--- src/rtl/word_packer_pkg.sv ---
// Shared byte/word geometry for the byte<->word conversion blocks.
// Lane ordering: the first byte of a word occupies bits [31:24], the
// fourth occupies [7:0]; the word-to-byte splitter uses the same rule.
package word_packer_pkg;

   localparam int BYTE_W         = 8;
   localparam int WORD_W         = 32;
   localparam int BYTES_PER_WORD = WORD_W / BYTE_W;
   localparam int IDX_W          = 2;
   localparam int CNT_W          = IDX_W + 1;

   // Top bit of byte lane k (lane 0 is the first byte, at the MSB end).
   function automatic int lane_hi(input int k);
      return WORD_W - 1 - BYTE_W * k;
   endfunction

endpackage

--- src/rtl/word_packer_byte_lane_decoder.sv ---
// Purpose: turn the current slot index into a one-hot byte-lane enable.
// Ports:   idx (slot 0..3) -> lane_en (bit k set when idx == k).
// Latency: purely combinational.
module word_packer_byte_lane_decoder
   import word_packer_pkg::*;
(
   input  logic [IDX_W-1:0]          idx,
   output logic [BYTES_PER_WORD-1:0] lane_en
);

   always_comb begin
      lane_en      = '0;
      lane_en[idx] = 1'b1;
   end

endmodule

--- src/rtl/word_packer.sv ---
// Purpose: pack a byte stream into 32-bit words, first byte in the MSB lane;
//          in_last closes a partial word, unfilled low lanes read as zero.
// Ports:   clk/reset_n; in_valid/in_ready/in_data/in_last byte side;
//          out_valid/out_ready/out_data/out_bytes word side; busy status.
// Latency: completing byte accepted in cycle N -> out_valid in cycle N+1.
// Backpressure: one output register; in_ready = ~out_valid | out_ready.
module word_packer
   import word_packer_pkg::*;
(
   input  logic              clk,
   input  logic              reset_n,
   input  logic              in_valid,
   output logic              in_ready,
   input  logic [BYTE_W-1:0] in_data,
   input  logic              in_last,
   output logic              out_valid,
   input  logic              out_ready,
   output logic [WORD_W-1:0] out_data,
   output logic [CNT_W-1:0]  out_bytes,
   output logic              busy
);

   logic [IDX_W-1:0]          idx;
   logic [WORD_W-1:0]         acc;
   logic [WORD_W-1:0]         merged;
   logic [BYTES_PER_WORD-1:0] lane_en;
   logic                      byte_take;
   logic                      word_take;
   logic                      complete;

   // A byte can enter whenever the output register is empty or being
   // drained this cycle, so a new word can replace the old one with no bubble.
   assign in_ready  = ~out_valid | out_ready;
   assign byte_take = in_valid & in_ready;
   assign word_take = out_valid & out_ready;
   assign complete  = byte_take & ((idx == IDX_W'(BYTES_PER_WORD - 1)) | in_last);
   assign busy      = (idx != '0) | out_valid;

   word_packer_byte_lane_decoder u_lane_dec (
      .idx     (idx),
      .lane_en (lane_en)
   );

   // Accumulator with the incoming byte dropped into its lane.
   for (genvar i = 0; i < BYTES_PER_WORD; i++) begin : g_lane
      localparam int HI = lane_hi(i);
      assign merged[HI -: BYTE_W] = lane_en[i] ? in_data : acc[HI -: BYTE_W];
   end

   always_ff @(posedge clk or negedge reset_n) begin
      if (!reset_n) begin
         idx       <= '0;
         acc       <= '0;
         out_valid <= 1'b0;
         out_data  <= '0;
         out_bytes <= '0;
      end else if (complete) begin
         // Clearing acc here is what keeps lanes beyond a partial count zero.
         out_data  <= merged;
         out_bytes <= {1'b0, idx} + CNT_W'(1);
         out_valid <= 1'b1;
         acc       <= '0;
         idx       <= '0;
      end else begin
         if (byte_take) begin
            acc <= merged;
            idx <= idx + IDX_W'(1);
         end
         if (word_take) begin
            out_valid <= 1'b0;
         end
      end
   end

endmodule

--- config.mk ---
export PLATFORM = sky130hd
export DESIGN_NAME = word_packer
export DESIGN_NICKNAME = d
export VERILOG_FILES = /design/src/rtl/word_packer_pkg.sv /design/src/rtl/word_packer_byte_lane_decoder.sv /design/src/rtl/word_packer.sv
export SDC_FILE = /design/constraint.sdc
export NUM_CORES = 1
export LEC_CHECK = 0
export CAP_MARGIN = 20
export CORE_MARGIN = 3
export CORE_UTILIZATION = 57
export DETAILED_ROUTE_END_ITERATION = 6
export PLACE_DENSITY = 0.83
export SYNTH_ARGS = -nofsm -noshare
export SYNTH_HDL_FRONTEND = slang
export SYNTH_SLANG_ARGS = --single-unit
--- constraint.sdc ---
create_clock -name clk -period 5.5 [get_ports clk]
set_clock_uncertainty 0.15 [all_clocks]
set_input_delay 1.1 -clock clk [delete_from_list [all_inputs] [get_ports clk]]
set_output_delay 1.1 -clock clk [all_outputs]
set_load 0.05 [all_outputs]
==> metrics.md <==
| Metric | Value |
|---|---|
| Crit path DAT | `2.91 ns` |
| Element type at the critical path start | `input pin` |
| Result of the run | `completed` |
| Setup TNS | `0 ns` |
| Final count of negative-setup-slack endpoints | `0` |
| Die Footprint | `6610 um2` |
| Clk pin slew, worst setup/hold paths | `0.06 ns` |
| Fill cell total of the finished layout | `346` |
| Destination of the worst hold path | `acc[3]` |
| Data required time at the worst endpoint | `4.25 ns` |
| Clock root cell | `sky130_fd_sc_hd__clkbuf_8` |
| GRT Resource Usage Total | `22.5%` |
| Synth Area per Inst | `15.8 um2` |
| Global-route wire length before repair | `10700 um` |
| Clk sink count | `70` |
| Maximum fanout along the worst path | `12` |
| Initial antenna violation count | `0` |
| DP Wirelength | `4030 um` |
| Total of cells resized after clock tree synthesis | `0` |
| Number of antenna-violating nets in the routed design | `0` |
| Share of final-layout standard cells stronger than drive strength 1 | `31.5%` |
| Register-to-register setup slack | `2.59 ns` |
| Number of warnings printed during yosys synthesis | `0` |
| Clock tree buffer depth | `2` |
| Post-route DRC | `0` |
| Clock tree from TritonCTS | `built` |
| Final hold viol count | `0` |
| Count of vias placed by the detailed router | `1916` |
| Synth Register Bits | `70` |
| Overflow left after global routing | `0` |
| Core outline area | `5300 um2` |
| Iteration-0 DRC Markers | `104` |
| Top-level I/O count | `51` |
| Maximum vdd ir drop | `0.263 mV` |
| Power density over cell area | `488 nW/um2` |
| Drt total wl | `6490 um` |
| Final Util | `74.8%` |
| Total iterations of the first detailed-routing run | `4` |
| Capture point of the worst reg-to-reg path | `out_bytes[1]` |
| Post-CTS setup buffer count | `0` |
| Post-route design area | `3970 um2` |
| Slew headroom | `33.9%` |
| Via-to-Cell Ratio | `5.81` |
| Number of port buffers | `50` |
| Number of levels in the clock H-tree | `3` |
| Placed cell areas | `3740 um2` |
| Combined area of all synthesized cells | `3230 um2` |
| Number of clock buffers inserted by TritonCTS | `9` |
| Initial core utilization | `60.9%` |
| Worst R2R Path Depth | `4` |
| Average routed wire per standard cell | `19.7 um` |
| Number of diodes | `0` |
| Max Cap Viol | `0` |
| Setup repair after global routing missed its margin | `false` |
| Final-report max-slew violation count | `0` |
| GPL Wtd Cong | `0.732` |
| Reg2Reg Launch Point | `idx[0]` |
| Final layout net count | `273` |
| Class of the worst hold path | `reg2reg` |
| Synth cell types | `28` |
| Worst Path Class, Setup | `in2out` |
| Cells after synthesis | `205` |
| Category of the worst setup path capture point | `primary output` |
| Width of the chip | `81.3 um` |
| Maximum clock frequency | `240 MHz` |
| Maximum number of pins on one net before global-route repair | `71` |
| Post-cts hold buffer count | `0` |
| Share of synthesized area occupied by flip-flops and latches | `54.2%` |
| Latest clock arrival within the worst-skew pair | `0.35 ns` |
| Die outline height | `81.3 um` |
| Via count of the first global-routing pass | `2054` |
| Static Leak | `0.00191 uW` |
| Hold path startpoint | `acc[3]` |
| Hold Crit Depth | `1` |
| Clock period minus worst slack | `4.16 ns` |
| Row count | `26` |
| Post-Syn Nets | `222` |
| Part of the cycle the worst path needs | `75.7%` |
| Slew of the pin with the lowest slew margin | `0.991 ns` |
| Area grow syn2layout | `22.7%` |
==> worst max path at each step <==
stage / startpoint / slack (ns) / depth (start not counted) / to
2_1_floorplan: out_ready / 2.54 / 3 / in_ready
3_3_place_gp: out_ready / 1.36 / 4 / in_ready
3_5_place_dp: out_ready / 1.35 / 4 / in_ready
4_1_cts: out_ready / 1.33 / 4 / in_ready
5_1_grt: out_ready / 1.30 / 4 / in_ready
6_report: out_ready / 1.34 / 4 / in_ready
==> critical path, cell delays in order <==
cell and delay [ns]:
sky130_fd_sc_hd__clkdlybuf4s50_1 0.45, sky130_fd_sc_hd__and2b_2 0.28, sky130_fd_sc_hd__inv_2 0.23, sky130_fd_sc_hd__clkdlybuf4s50_1 0.86
==> kinds of logic (layout without fill, tap and decap cells) <==
group	Yosys count	in the layout	share of synthesized area, %
AO/OA/AOI/OAI	32	32	9.21
adder cells (fa/ha/maj)	4	4	1.55
buffers and inverters	14	69	2.79
flip-flops	70	70	54.2
multiplexers	66	66	26.6
AND/OR/NAND/NOR	19	19	5.65
==> placed cells by master, fill, tap and decap left out <==
master                             n
sky130_fd_sc_hd__inv_2             1
sky130_fd_sc_hd__clkinvlp_4        1
sky130_fd_sc_hd__nand2b_2          1
sky130_fd_sc_hd__clkbuf_8         11
sky130_fd_sc_hd__o311ai_2          3
sky130_fd_sc_hd__ha_1              4
sky130_fd_sc_hd__nand3b_4          1
sky130_fd_sc_hd__inv_1             2
sky130_fd_sc_hd__a32o_1            1
sky130_fd_sc_hd__nor4b_4           3
sky130_fd_sc_hd__mux2_1           10
sky130_fd_sc_hd__mux2_4           31
sky130_fd_sc_hd__and2b_2           1
sky130_fd_sc_hd__a22o_1           24
sky130_fd_sc_hd__nand2_1           1
sky130_fd_sc_hd__a21oi_1           2
sky130_fd_sc_hd__buf_2             1
sky130_fd_sc_hd__nor3_1            1
sky130_fd_sc_hd__nor2_1            1
sky130_fd_sc_hd__bufinv_16         2
sky130_fd_sc_hd__clkbuf_1          1
sky130_fd_sc_hd__a31o_1            1
sky130_fd_sc_hd__nand2b_1          1
sky130_fd_sc_hd__buf_4             1
sky130_fd_sc_hd__mux2_2           25
sky130_fd_sc_hd__nand3_1           1
sky130_fd_sc_hd__and2_1            8
sky130_fd_sc_hd__a41o_1            1
sky130_fd_sc_hd__clkdlybuf4s50_1  49
sky130_fd_sc_hd__dfrtp_1          70
==> Yosys cell counts <==
library cell               count  share of area (%)
sky130_fd_sc_hd__dfrtp_1      70                 54
sky130_fd_sc_hd__nand3_1       1               0.15
sky130_fd_sc_hd__clkbuf_1      1               0.12
sky130_fd_sc_hd__buf_2         3               0.46
sky130_fd_sc_hd__nand3b_4      1               0.62
sky130_fd_sc_hd__nor4b_4       3                2.2
sky130_fd_sc_hd__ha_1          4                1.5
sky130_fd_sc_hd__a41o_1        1               0.31
sky130_fd_sc_hd__and2b_2       1               0.27
sky130_fd_sc_hd__mux2_1       10                3.5
sky130_fd_sc_hd__buf_6         3                1.0
sky130_fd_sc_hd__nor2_1        1               0.12
sky130_fd_sc_hd__inv_2         1               0.12
sky130_fd_sc_hd__mux2_4       31                 14
sky130_fd_sc_hd__a22o_1       24                6.5
sky130_fd_sc_hd__nand2b_2      1               0.27
sky130_fd_sc_hd__a32o_1        1               0.31
sky130_fd_sc_hd__inv_1         2               0.23
sky130_fd_sc_hd__nor3_1        1               0.15
sky130_fd_sc_hd__a31o_1        1               0.27
sky130_fd_sc_hd__and2_1        8                1.5
sky130_fd_sc_hd__buf_1         1               0.12
sky130_fd_sc_hd__buf_4         3               0.70
sky130_fd_sc_hd__o311ai_2      3                1.5
sky130_fd_sc_hd__mux2_2       25                8.7
sky130_fd_sc_hd__nand2_1       1               0.12
sky130_fd_sc_hd__a21oi_1       2               0.31
sky130_fd_sc_hd__nand2b_1      1               0.19
==> metrics by stage <==
| step | total power [uW] | std cells | hold WS (ns) | worst slack [ns] |
|---|---|---|---|---|
| floorplan | 1240 | 205 | 0.296 | 2.54 |
| global placement | 1470 | 315 | 0.313 | 1.36 |
| detailed placement | 1480 | 315 | 0.316 | 1.35 |
| CTS | 1950 | 330 | 0.336 | 1.33 |
| global route | 2020 | 330 | 0.354 | 1.30 |
| finish | 1940 | 330 | 0.329 | 1.34 |
==> cell type report <==
class                           instances  area [um2]  area share, %
Timing Repair Buffer                   51         503           12.7
Clock inverter                          3        67.6           1.70
Tap cell                               70        87.6           2.21
Sequential cell                        70        1750           44.2
Multi-Input combinational cell        121        1390           35.0
Inverter                                3        11.3          0.284
Clock buffer                           12         155           3.91
==> state kept, by name (all words and copies together), names as in the netlist <==
| signal | flops |
|---|---|
| out_bytes | 3 |
| out_data | 32 |
| idx | 2 |
| out_valid | 1 |
| acc | 32 |
==> metal layers <==
layer	vias up	part of all wire [%]	GRT usage (%)
met3	15	5.0	5.21
met2	64	49	34.1
met1	982	43	29.4
met5	-	0	0
li1	855	-	-
met4	0	2.7	13.3
==> where the power goes <==
group | internal [uW] | switching, uW | leakage [uW]
registers | 624 | 65.0 | 0.000937
clock network | 278 | 184 | 0.000109
logic | 333 | 452 | 0.000869
total | 1230 | 700 | 0.00191
(Power assumes the default switching activity.)
